===== src/rtl/digital_input_capture.sv =====
// Synchronised digital input port: per-bit edge detection with enables, sticky
// write-1-to-clear status and a level interrupt, on a chip-select peripheral bus.
module digital_input_capture #(
  parameter int unsigned WIDTH = 32
) (
  input  logic             clk,
  input  logic             reset,
  input  logic             chipSelect,
  input  logic [1:0]       address,
  input  logic             writeEnable,
  input  logic [31:0]      dataIn,
  output logic [31:0]      dataOut,
  input  logic [WIDTH-1:0] IO_IN,
  output logic             irq
);

  localparam logic [1:0] ADDR_PIN     = 2'd0;
  localparam logic [1:0] ADDR_RISE_EN = 2'd1;
  localparam logic [1:0] ADDR_FALL_EN = 2'd2;
  localparam logic [1:0] ADDR_STATUS  = 2'd3;
  localparam logic [1:0] WARM_DONE    = 2'd3;

  logic [WIDTH-1:0] sync1;
  logic [WIDTH-1:0] sync2;
  logic [WIDTH-1:0] prev;
  logic [WIDTH-1:0] rise_en;
  logic [WIDTH-1:0] fall_en;
  logic [WIDTH-1:0] status;
  logic [1:0]       warm;

  logic             bus_wr;
  logic [WIDTH-1:0] edge_set;
  logic [WIDTH-1:0] clr_mask;

  assign bus_wr = chipSelect & writeEnable;

  // Edges only count once the synchronizer has flushed its reset contents.
  always_comb begin
    edge_set = '0;
    clr_mask = '0;
    if (warm == WARM_DONE) begin
      edge_set = (sync2 & ~prev & rise_en) | (~sync2 & prev & fall_en);
    end
    if (bus_wr && address == ADDR_STATUS) begin
      clr_mask = dataIn[WIDTH-1:0];
    end
  end

  // Synchronizer, warm-up counter and bus-visible registers.
  always_ff @(posedge clk) begin
    if (reset) begin
      sync1   <= '0;
      sync2   <= '0;
      prev    <= '0;
      rise_en <= '0;
      fall_en <= '0;
      status  <= '0;
      warm    <= '0;
    end else begin
      sync1 <= IO_IN;
      sync2 <= sync1;
      prev  <= sync2;
      if (warm != WARM_DONE) begin
        warm <= warm + 2'd1;
      end
      if (bus_wr && address == ADDR_RISE_EN) begin
        rise_en <= dataIn[WIDTH-1:0];
      end
      if (bus_wr && address == ADDR_FALL_EN) begin
        fall_en <= dataIn[WIDTH-1:0];
      end
      // A new edge in the same cycle as its clear keeps the bit set.
      status <= (status & ~clr_mask) | edge_set;
    end
  end

  always_comb begin
    dataOut = 32'h0;
    if (chipSelect) begin
      case (address)
        ADDR_PIN:     dataOut = 32'(sync2);
        ADDR_RISE_EN: dataOut = 32'(rise_en);
        ADDR_FALL_EN: dataOut = 32'(fall_en);
        ADDR_STATUS:  dataOut = 32'(status);
        default:      dataOut = 32'h0;
      endcase
    end
  end

  assign irq = |status;

endmodule


===== config.mk =====
export PLATFORM = sky130hd
export DESIGN_NAME = digital_input_capture
export DESIGN_NICKNAME = d
export VERILOG_FILES = /design/src/rtl/digital_input_capture.sv
export SDC_FILE = /design/constraint.sdc
export NUM_CORES = 1
export LEC_CHECK = 0
export BUFFER_PORTS_ARGS = -buffer_cell sky130_fd_sc_hd__buf_2
export CAP_MARGIN = 25
export CORE_MARGIN = 10
export CORE_UTILIZATION = 45
export DETAILED_ROUTE_END_ITERATION = 10
export PLACE_DENSITY_LB_ADDON = 0.1
export SYNTH_ARGS = -nofsm -noshare
export SYNTH_HDL_FRONTEND = slang
export SYNTH_SLANG_ARGS = --single-unit

===== constraint.sdc =====
create_clock -name clk -period 2.3 [get_ports clk]
set_clock_uncertainty 0.1 [all_clocks]
set_input_delay 0.46 -clock clk [delete_from_list [all_inputs] [get_ports clk]]
set_output_delay 0.46 -clock clk [all_outputs]
set_load 0.02 [all_outputs]

==> impl_metrics.json <==
{
  "status": "complete, but fails checks",
  "violations": "setup timing",
  "crit_chain": "nor4_4 > nand4_1 > or2_4 > buf_6",
  "irDropWorstVdd_v": 0.000520,
  "period_needed_ps": 2330,
  "dp_hpwl_mm": 13.1,
  "power_frac_seq": 0.504,
  "cp.buffers_inverters": 1,
  "vias_per_cell": 5.34,
  "pwr-share-comb": 0.067,
  "port_buffers": 102,
  "rows": 47,
  "clkLatencyLatePin_ps": 420,
  "clkPwrFrac": 0.430,
  "p_total_uw": 6980,
  "die_area_um2": 22600,
  "netlist_instances": 783,
  "grt_max_degree": 162,
  "synth_area_um2": 7660,
  "grt_pass1_vias": 6207,
  "hold_depth": 2,
  "ant_nets": 0,
  "globalRouteOverflowTotal": 0,
  "worstPathRequired_ps": 1740,
  "worstRegToRegCells": 4,
  "cts_tree": "yes",
  "synth-simple-area-share": 0.248,
  "yosys_warnings": 0,
  "fin_ws_ps": -25.8,
  "cts_inserted_buffers": 17,
  "setup_violations": 1,
  "max_slew.worst_pin.slew_ps": 748,
  "arrival_ps": 1770,
  "fmax_mhz": 430,
  "syn_to_final_growth_pct": 18.9,
  "synthMuxAreaShare": 0.0969,
  "drive_gt1_frac": 0.227,
  "drt_iter0_markers": 407,
  "reg2reg_from": "warm[0]",
  "htreeDepth": 4,
  "crit_slowest_cell": "dfxtp_2",
  "hp-start": "IO_IN[2]",
  "core_area_um2": 16600,
  "cts_buffer_depth": 2,
  "synth-seq-cells": 194,
  "layout_common_cells": "192 x nand2_1, 188 x dfxtp_1, 98 x buf_2",
  "report.final.slew_viol_count": 0,
  "maxCapViolations": 0,
  "critPathMaxStageDelay_ps": 340,
  "place_area_um2": 8380,
  "clkTransAtPathRegs_ps": 70,
  "multiInputGateArea_um2": 3530,
  "grt_pass1_wl_mm": 32.6,
  "worstSetupEndpointType": "output pin",
  "die_w_um": 150,
  "cp-startpoint": "status[31]",
  "fin_cells": 1104,
  "worstSetupPathType": "register to output pin",
  "synthDistinctLibCells": 28,
  "floorplan.initialDensity": 0.460,
  "n_antenna_cell": 0,
  "synth_xor_area_frac": 0.00114,
  "fp.dieH_um": 150,
  "wire_per_inst_um": 18.4,
  "syn_area_per_cell_um2": 9.78,
  "synth_top_family_by_area": "simple AND/OR/NAND/NOR gates",
  "synth_compound_area_frac": 0.105,
  "final_common_cell": "nand2_1",
  "fin_crit_sh": 1.01,
  "fin_area_um2": 9110,
  "leakage_uw": 0.00343,
  "rsz0062_at_grt": "true",
  "wl_mm": 20.4,
  "setup.worst_path.start_class": "register",
  "intPower_uw": 5430,
  "relSlewSlack": 0.501,
  "hold_viol": 0,
  "ioPinCount": 103,
  "drc": 0,
  "final_core_util": 0.547,
  "dr.pass1.iters": 5,
  "pwr_density_cell_nw_per_um2": 767,
  "gp_congestion": 0.789,
  "netSwitchingFraction": 0.222,
  "via_count": 5896,
  "syn_nets": 854,
  "grt_antenna_before_repair": 0,
  "fin_nets": 943,
  "min_path_type": "input pin to register",
  "cts_sinks": 194,
  "ys_seq_area_frac": 0.507,
  "n_fill_cell": 1500,
  "dp.cells": 1071,
  "r2r_slack_ps": 450,
  "globalRouteTotalUtil": 0.181,
  "cpLargestDelayFamily": "simple AND/OR/NAND/NOR gates",
  "cp_max_fo": 3,
  "synthAdderAreaFrac": 0.00163,
  "min_to": "sync1[2]",
  "seqCellArea_um2": 3890,
  "cts_root_buf": "clkbuf_16",
  "power.net_switching_uw": 1550,
  "r2r-end": "status[27]"
}
how the worst max path moves through the flow:
stage             endpoint  slack [ps]  depth (start not counted)
2_1_floorplan  dataOut[11]         290                          4
3_3_place_gp   dataOut[30]          50                          5
3_5_place_dp   dataOut[23]          30                          5
4_1_cts                irq         -40                          5
5_1_grt                irq         -40                          4
6_report               irq         -30                          4
power groups by stage:
stage	registers [uW]	clock network, uW	logic, uW
CTS	3520	3050	465
global placement	3590	0	449
detailed placement	3590	0	462
global route	3530	3190	513
floorplan	3570	0	288
finish	3520	3000	466
metal layers:
metal,vias to the layer above,global-route usage,routed length [um]
met5,-,0,0
met4,0,0.0549,206
met3,16,0.0369,1050
met2,146,0.309,10100
met1,2877,0.226,8990
li1,2857,-,-
flip-flops by register name (all words and copies together), names as in the netlist:
name / cells
sync2: 32
fall_en: 32
prev: 32
status: 32
warm: 2
rise_en: 32
sync1: 32
cells in the mapped netlist, drive strengths merged:
cell	number	area [um2]
nor2b	97	607
a21oi	64	320
clkbuf	23	86.3
inv	1	3.75
dfxtp	194	3880
and4b	2	20.0
nand2	192	721
xor2	1	8.76
and2	32	200
ha	1	12.5
or2	1	6.26
nor2	2	7.51
o21ai	32	160
nor4	8	50.1
nand4	2	12.5
and4	1	8.76
mux2i	1	10.0
a32o	32	320
buf	31	225
nand4b	2	23.8
nand3b	32	240
mux4	32	732
final cells by class:
type,count,share of cell area
multi-input combinational,534,0.387
inverter,1,0.000412
timing repair buffer,124,0.0877
sequential,194,0.428
clock buffer,23,0.0558
clock inverter,8,0.0110
tap,220,0.0302
per-stage QoR:
stage | hold slack (ps) | setup slack (ps) | TNS, ps
2_1_floorplan | 314 | 287 | 0
3_3_place_gp | 317 | 47.9 | 0
3_5_place_dp | 324 | 34.8 | 0
4_1_cts | 128 | -39.1 | -39.1
5_1_grt | 140 | -40.0 | -40.0
6_report | 141 | -25.8 | -25.8
kinds of logic (layout without fill, tap and decap cells):
kind of cell             count (synthesis)  in the layout
AND/OR/NAND/NOR                        371            371
flip-flops                             194            194
AO/OA/AOI/OAI                          128            128
buffers and inverters                   55            156
multiplexers                            33             33
adder cells (fa/ha/maj)                  1              1
XOR/XNOR                                 1              1
what timing repair did:
item | 4_1_cts | 5_1_grt
pin swaps | 4 | 6
gates resized for setup | 11 | 14
buffers inserted | 1 | 0
hold buffers | 0 | 0
cloned | 0 | 1
setup endpoints to repair | 1 | 12
Power figures use the tool's default switching activity.
